## config.mk

```make
export PLATFORM = sky130hd
export DESIGN_NAME = multi_mode_ff_bank_flat
export DESIGN_NICKNAME = d
export VERILOG_FILES = /design/src/rtl/multi_mode_ff_bank_if.sv /design/src/rtl/multi_mode_ff_bank.sv /design/src/flat_wrapper.sv
export SDC_FILE = /design/constraint.sdc
export NUM_CORES = 1
export LEC_CHECK = 0
export CAP_MARGIN = 20
export CORE_ASPECT_RATIO = 0.9
export CORE_MARGIN = 1
export CORE_UTILIZATION = 41
export CTS_CLUSTER_DIAMETER = 80
export DETAILED_ROUTE_END_ITERATION = 10
export GPL_ROUTABILITY_DRIVEN = 0
export GPL_TIMING_DRIVEN = 1
export PLACE_DENSITY = 0.78
export SETUP_SLACK_MARGIN = 0.3
export SYNTH_ARGS = -nofsm -noshare
export SYNTH_HDL_FRONTEND = slang
export SYNTH_SLANG_ARGS = --single-unit
export TNS_END_PERCENT = 10
```

## constraint.sdc

```tcl
create_clock -name clk -period 1.3 [get_ports clk]
set_clock_uncertainty 0.1 [all_clocks]
set_input_delay 0.39 -clock clk [delete_from_list [all_inputs] [get_ports clk]]
set_output_delay 0.39 -clock clk [all_outputs]
set_load 0.01 [all_outputs]
```

## src/rtl/multi_mode_ff_bank_if.sv

```systemverilog
// multi_mode_ff_bank_if: control/data bundle for the universal flip-flop bank
interface multi_mode_ff_bank_if #(
  parameter int WIDTH = 4,
  parameter int ERR_CNT_W = 8
);
  logic                 en;
  logic [1:0]           mode;
  logic [WIDTH-1:0]     a;
  logic [WIDTH-1:0]     b;
  logic                 clr_err;
  logic [WIDTH-1:0]     q;
  logic [WIDTH-1:0]     qb;
  logic                 err;
  logic [WIDTH-1:0]     err_vec;
  logic [ERR_CNT_W-1:0] err_cnt;
  modport master (output en, mode, a, b, clr_err, input q, qb, err, err_vec, err_cnt);
  modport slave (input en, mode, a, b, clr_err, output q, qb, err, err_vec, err_cnt);
endinterface

```

## src/rtl/multi_mode_ff_bank.sv

```systemverilog
// multi_mode_ff_bank: WIDTH-bit SR/JK/D/T flip-flop bank with forbidden-SR flagging.
// Macro UFF_ERR_CNT_EN adds a saturating error-cycle counter on err_cnt (tied to 0 otherwise).
module multi_mode_ff_bank #(
  parameter int WIDTH = 4,
  parameter logic [WIDTH-1:0] RESET_VAL = {WIDTH{1'b0}},
  parameter int ERR_CNT_W = 8
) (
  input logic clk,
  input logic rst,
  multi_mode_ff_bank_if.slave bus
);
  logic [WIDTH-1:0] q_r, qb_r, vec_r, q_next, vec_next, sr_next, jk_next;
  logic err_r, bad;
  // SR 11 falls through both terms and holds q
  assign sr_next = (q_r | (bus.a & ~bus.b)) & ~(~bus.a & bus.b);
  assign jk_next = (q_r & ~bus.b) | (~q_r & bus.a);
  assign q_next = bus.mode == 2'b00 ? sr_next :
                  bus.mode == 2'b01 ? jk_next :
                  bus.mode == 2'b10 ? bus.a : q_r ^ bus.a;
  assign vec_next = bus.mode == 2'b00 ? bus.a & bus.b : '0;
  assign bad = bus.en && |vec_next;
  always_ff @(posedge clk)
    if (rst) begin
      q_r <= RESET_VAL;
      qb_r <= ~RESET_VAL;
      vec_r <= '0;
      err_r <= 1'b0;
    end else begin
      if (bus.en) begin
        q_r <= q_next;
        qb_r <= ~q_next;
        vec_r <= vec_next;
      end
      err_r <= bad ? 1'b1 : bus.clr_err ? 1'b0 : err_r;
    end
  assign bus.q = q_r;
  assign bus.qb = qb_r;
  assign bus.err = err_r;
  assign bus.err_vec = vec_r;
`ifdef UFF_ERR_CNT_EN
  logic [ERR_CNT_W-1:0] cnt_r;
  always_ff @(posedge clk)
    if (rst) cnt_r <= '0;
    else if (bad) cnt_r <= bus.clr_err ? ERR_CNT_W'(1) : &cnt_r ? cnt_r : cnt_r + ERR_CNT_W'(1);
    else if (bus.clr_err) cnt_r <= '0;
  assign bus.err_cnt = cnt_r;
`else
  assign bus.err_cnt = '0;
`endif
endmodule

```

## src/flat_wrapper.sv

```systemverilog
// flat-port wrapper written by rule: the top's interface ports become plain ports
module multi_mode_ff_bank_flat 
#(
  parameter int WIDTH = 4,
  parameter logic [WIDTH-1:0] RESET_VAL = {WIDTH{1'b0}},
  parameter int ERR_CNT_W = 8
)
  (clk, rst, bus_en, bus_mode, bus_a, bus_b, bus_clr_err, bus_q, bus_qb, bus_err, bus_err_vec, bus_err_cnt);
  multi_mode_ff_bank_if #(.WIDTH(WIDTH), .ERR_CNT_W(ERR_CNT_W)) bus_i ();
  input logic clk;
  input logic rst;
  input wire logic [$bits(bus_i.en)-1:0] bus_en;
  input wire logic [$bits(bus_i.mode)-1:0] bus_mode;
  input wire logic [$bits(bus_i.a)-1:0] bus_a;
  input wire logic [$bits(bus_i.b)-1:0] bus_b;
  input wire logic [$bits(bus_i.clr_err)-1:0] bus_clr_err;
  output wire logic [$bits(bus_i.q)-1:0] bus_q;
  output wire logic [$bits(bus_i.qb)-1:0] bus_qb;
  output wire logic [$bits(bus_i.err)-1:0] bus_err;
  output wire logic [$bits(bus_i.err_vec)-1:0] bus_err_vec;
  output wire logic [$bits(bus_i.err_cnt)-1:0] bus_err_cnt;
  assign bus_i.en = bus_en;
  assign bus_i.mode = bus_mode;
  assign bus_i.a = bus_a;
  assign bus_i.b = bus_b;
  assign bus_i.clr_err = bus_clr_err;
  assign bus_q = bus_i.q;
  assign bus_qb = bus_i.qb;
  assign bus_err = bus_i.err;
  assign bus_err_vec = bus_i.err_vec;
  assign bus_err_cnt = bus_i.err_cnt;
  multi_mode_ff_bank #(.WIDTH(WIDTH), .RESET_VAL(RESET_VAL), .ERR_CNT_W(ERR_CNT_W)) u_core (.clk(clk), .rst(rst), .bus(bus_i));
endmodule
```

Word-level counts from Yosys, hierarchy flattened
Index checks and enable logic that the tools add are counted.
{"block": "totals", "ff_bits": 13, "latch_bits": 0, "ram_bits": 0, "mem_bits_ro": 0, "in_bits": 14, "out_inout_bits": 21, "word_cells": 30, "n_memories": 0}
{"block": "op_classes", "add_sub_neg": 0, "mul": 0, "div": 0, "magnitude_cmp": 0, "n_eq_ne": 2, "shifts": 0, "muxes": 6, "bitwise": 14, "reduce_logical": 4}
{"op": "$and A4 B4 Y4", "n": 6}
{"op": "$not A4 Y4", "n": 5}
{"op": "$mux W4", "n": 4}
{"op": "$or A4 B4 Y4", "n": 2}
{"op": "$reduce_or A4 Y1", "n": 1}
{"op": "$xor A4 B4 Y4", "n": 1}
{"op": "$eq A2 B1 Y1 const B", "n": 1}
{"op": "$eq A2 B2 Y1 const B", "n": 1}
{"op": "$logic_not A2 Y1", "n": 1}
{"op": "$mux W1", "n": 2}
{"op": "$reduce_bool A2 Y1", "n": 1}
{"op": "$logic_and A1 B1 Y1", "n": 1}

Logic depth before layout (Yosys ltp)
{"block": "depth", "word_depth": 6, "depth_mapped": 5, "depth_no_buf": 4}

Least setup slack after synthesis
No wires, ideal clock.
{"block": "synth_timing", "kind": "input to register", "from": "in bus_mode[1]", "to": "reg u_core.qb_r[0], in the netlist u_core.bus.qb[0]", "setup_ps": 120, "arrival_ps": 1034, "required_ps": 1080, "slack_ps": 46, "cell_stages": 5, "n_path_buf": 1, "cell_sequence": "buf_6 -> nand2b_4 -> a21oi_2 -> nor3_2 -> a211o_1"}
{"block": "synth_between", "elab_chain_cells": 5, "word_cells_on_any_way": 7, "cone_classes": "2 x eq/ne; 3 x mux; 1 x bitwise; 1 x reduce/logical"}
{"item": "from (decl)", "line": "flat_wrapper.sv:13", "rtl": "input wire logic [$bits(bus_i.mode)-1:0] bus_mode;"}
{"item": "$eq A2 B2 Y1", "line": "multi_mode_ff_bank.sv:19", "rtl": "bus.mode == 2'b10 ? bus.a : q_r ^ bus.a;"}
{"item": "$mux W4", "line": "multi_mode_ff_bank.sv:19"}
{"item": "$mux W4", "line": "multi_mode_ff_bank.sv:18", "rtl": "bus.mode == 2'b01 ? jk_next :"}
{"item": "$mux W4 *", "line": "multi_mode_ff_bank.sv:17", "rtl": "assign q_next = bus.mode == 2'b00 ? sr_next :"}
{"item": "$not A4 Y4 *", "line": "multi_mode_ff_bank.sv:31", "rtl": "qb_r <= ~q_next;"}
{"item": "to (signal assigned)", "line": "multi_mode_ff_bank.sv:25", "rtl": "qb_r <= ~RESET_VAL;"}
{"item": "to (signal assigned)", "line": "multi_mode_ff_bank.sv:31"}
{"item": "to (decl)", "line": "multi_mode_ff_bank.sv:12", "rtl": "logic [WIDTH-1:0] q_r, qb_r, vec_r, q_next, vec_next, sr_next, jk_next;"}
Mark *: on every way between the ends. The rest lies on a longest branch, timed or not.
A chain may end at the register's enable or synchronous reset.

Worst setup path in the final report
{"block": "layout_timing", "from": "in bus_a[0]", "to": "reg u_core.qb_r[0], in the netlist u_core.bus.qb[0]"}
{"block": "layout_between", "elab_chain_cells": 6, "word_cells_on_any_way": 13, "cone_classes": "3 x mux; 10 x bitwise"}
{"item": "from (decl)", "line": "flat_wrapper.sv:14", "rtl": "input wire logic [$bits(bus_i.a)-1:0] bus_a;"}
{"item": "$not A4 Y4", "line": "multi_mode_ff_bank.sv:15", "rtl": "assign sr_next = (q_r | (bus.a & ~bus.b)) & ~(~bus.a & bus.b);"}
{"item": "$and A4 B4 Y4", "line": "multi_mode_ff_bank.sv:15"}
{"item": "$not A4 Y4", "line": "multi_mode_ff_bank.sv:15"}
{"item": "$and A4 B4 Y4", "line": "multi_mode_ff_bank.sv:15"}
{"item": "$mux W4 *", "line": "multi_mode_ff_bank.sv:17"}
{"item": "$not A4 Y4 *", "line": "multi_mode_ff_bank.sv:31"}
Marked as above.

==> results.py <==
metrics = {
    "outcome": {
        "status": "complete, no violations",
    },
    "detailed_routing": {
        "via_per_inst": 5.17,
        "drt_first_pass_iters": 4,
        "totalWireLength_um": 2140,
        "antenna_left": 0,
        "wl_per_cell_um": 13.3,
        "drc": 0,
        "num_vias": 832,
        "drt-initial-drc-count": 39,
    },
    "logic_synthesis": {
        "synth-async-reset-ratio_pct": 0,
        "synth_area_um2": 806,
        "ys_ff_latch": 13,
        "synth.distinct_cells": 32,
        "ys.flop_type": "dfxtp_1",
        "synth.area.top_cells": "dfxtp_1 (32%), buf_4 (7.5%), nand2b_4 (6.8%)",
        "synth_most_common_cell": "dfxtp_1",
        "yosysTopAreaCellShare_pct": 32.3,
        "yosysTopAreaCell": "dfxtp_1",
        "synth-edff-count": 0,
        "syn_avg_cell_area_um2": 8.48,
        "synth_seq_area_share_pct": 32.3,
        "syn_inst": 95,
        "synth_common_cells": "dfxtp_1 (13), buf_4 (8), nand2_1 (7), nor2_1 (7), a21oi_1 (6)",
        "ys.warnings.count": 0,
    },
    "setup_path": {
        "critical_path_class": "primary input to flip-flop",
        "cp_max_fo": 4,
        "r2r-start": "u_core.bus.q[0]",
        "r2r_end": "u_core.bus.qb[0]",
        "crit_path_cell_trace": "clkdlybuf4s15_2 -> nand3b_1 -> a21boi_2 -> nor3_2 -> a211o_1",
        "worst-path-buf-inv": 1,
        "slowest_delay_ps": 250,
        "endpoint_kind": "flip-flop",
        "rr_worst_depth": 5,
        "setup.worst_path.start_class": "primary input",
        "worstPathArrival_ps": 1280,
        "rrSetupSlack_ps": 90,
        "cp_top_family": "compound AO/OA/AOI/OAI gates",
        "slowest_stage": "clkdlybuf4s15_2",
        "required_ps": 1360,
        "setup.worst_path.start": "bus_a[0]",
    },
    "sta": {
        "finalHoldViolCount": 0,
        "rsz0062_at_grt": "yes",
        "setup_ws_ps": 78.3,
        "min_period_ps": 1220,
        "whs_ps": 356,
        "maxSlewViolCount": 0,
        "period_share_pct": 94.0,
        "setup_viol": 0,
        "clock.fmax_mhz": 819,
    },
    "die": {
        "start_util_pct": 46.0,
        "io_pins": 35,
        "die_h_um": 44.1,
        "fp.dieW_um": 48.7,
        "die_area_mm2": 0.00215,
        "rows": 14,
        "core_mm2": 0.00175,
    },
    "global_routing": {
        "first_global_vias": 756,
        "antenna_found_initial": 0,
        "grt_usage_pct": 20.0,
        "grt_max_degree": 14,
        "gr-total-overflow": 0,
        "grt_pass1_wl_um": 3240,
    },
    "final_layout": {
        "n_antenna_cell": 0,
        "area_growth_pct": 51.4,
        "nFillCells": 136,
        "drive_gt1_share_pct": 52.6,
        "design_area_mm2": 0.00122,
        "layout.nets": 152,
    },
    "power_and_ir_drop": {
        "clkPwrFrac_pct": 23.5,
        "seqPwrFrac_pct": 44.2,
        "p_leak_nw": 0.551,
        "internal-power_w": 0.000716,
        "ir_drop_mv": 0.642,
        "combPwrFrac_pct": 32.4,
        "powerDensity_mw_per_mm2": 824,
        "p_switching_w": 0.000290,
        "p_total_w": 0.00101,
        "swShare_pct": 28.8,
    },
    "clocking": {
        "cts.sinks": 13,
        "clockBufferDepth": 2,
        "htreeDepth": 1,
        "cts_buffers": 3,
        "clk_latency_ps": 270,
        "clk_pin_slew_ps": 70,
        "cts_root_buffer": "clkbuf_4",
        "cts_tree": "done",
    },
    "placement": {
        "pre_cts_ws_ps": -514,
        "port_buffers": 26,
        "placed_cell_area_mm2": 0.00115,
        "dp.final_hpwl_um": 1560,
    },
    "min_path": {
        "hold_class": "flip-flop to flip-flop",
        "holdCritStartpoint": "u_core.bus.err_vec[1]",
        "worstHoldEndpoint": "u_core.bus.err_vec[1]",
        "worstHoldPathCells": 2,
    },
    "job": {
        "drv_cap": 0,
    },
}
==> cell families after synthesis <==
kind of cell / after synthesis / share of synthesized area, %
and+or+nand+nor: 39 / 31.1
AOI/OAI and AO/OA: 26 / 22.2
buffers and inverters: 15 / 12.7
DFF: 13 / 32.3
muxes: 1 / 1.24
other: 1 / 0.465
==> final cells by class <==
type                       instances  area, um^2  area share (%)
clock buffer                       4        26.3            2.15
tap                               24        30.0            2.46
sequential                        13         277            22.7
inverter                           3        11.3           0.923
timing repair buffer              43         357            29.2
multi-input combinational         74         519            42.6
==> cell usage in the layout (no fill, tap or decap), types with 2 or more instances in the layout <==
cell,synthesis,routed
a21boi_2,2,2
clkbuf_4,0,3
nor3_1,3,3
o22ai_1,2,2
dfxtp_2,0,13
nor2b_1,3,2
conb_1,1,8
a21oi_2,2,3
buf_2,1,10
nand2_1,7,7
nand4_1,4,4
nand2b_4,4,7
buf_6,2,12
nor2_1,7,7
a211o_1,2,2
nor3_2,2,2
a21oi_1,6,5
dlygate4sd2_1,0,6
buf_4,8,11
o21ai_2,0,3
a21o_1,2,2
inv_1,3,3
nand3b_1,2,2
==> state kept, by name (all words and copies together), names as in the netlist <==
name,count
u_core.bus.err,1
u_core.bus.qb,4
u_core.bus.q,4
u_core.bus.err_vec,4
==> metrics by stage <==
step | utilization, % | setup TNS (ps) | cells
final | 69.6 | 0 | 161
after floorplan | - | 0 | 102
after CTS | 67.1 | 0 | 161
after global routing | 69.6 | 0 | 161
after detailed placement | 65.7 | -6550 | 156
after global placement | 65.7 | -6070 | 156
==> power by group through the flow <==
| stage | registers (W) | logic, W | clock network (W) |
|---|---|---|---|
| final | 0.000444 | 0.000325 | 0.000236 |
| after global routing | 0.000447 | 0.000347 | 0.000260 |
| after CTS | 0.000439 | 0.000297 | 0.000242 |
| after detailed placement | 0.000445 | 0.000303 | 0 |
| after global placement | 0.000444 | 0.000296 | 0 |
| after floorplan | 0.000462 | 0.000145 | 0 |
==> tightest hold or removal path, cell delays in order (launching register included) <==
cell,delay (ps)
dfxtp_2,320
nand2_1,50
a21oi_1,50
==> how the worst max path moves through the flow <==
stage / endpoint / slack, ps / depth (start not counted)
2_1_floorplan: u_core.bus.qb[0] / 70 / 5
3_3_place_gp: u_core.bus.err / -490 / 6
3_5_place_dp: u_core.bus.qb[2] / -510 / 6
4_1_cts: u_core.bus.qb[0] / 70 / 5
5_1_grt: u_core.bus.qb[3] / 40 / 5
6_report: u_core.bus.qb[0] / 80 / 5
==> per-layer routing <==
| metal | track usage, % | share of wire [%] | up-vias |
|---|---|---|---|
| met4 | 8.82 | 2.3 | 0 |
| met1 | 22.4 | 41 | 382 |
| li1 | - | - | 405 |
| met5 | 0 | 0 | - |
| met2 | 38.6 | 52 | 36 |
| met3 | 2.41 | 4.5 | 9 |
==> repair_timing <==
item	in CTS	in global routing
gates resized for setup	93	21
setup endpoints to repair	26	26
hold buffers	0	0
pin swaps	9	9
endpoints found under the hold margin	0	0
buffers inserted	1	0
Note: power is estimated with default switching activity, not from simulation.
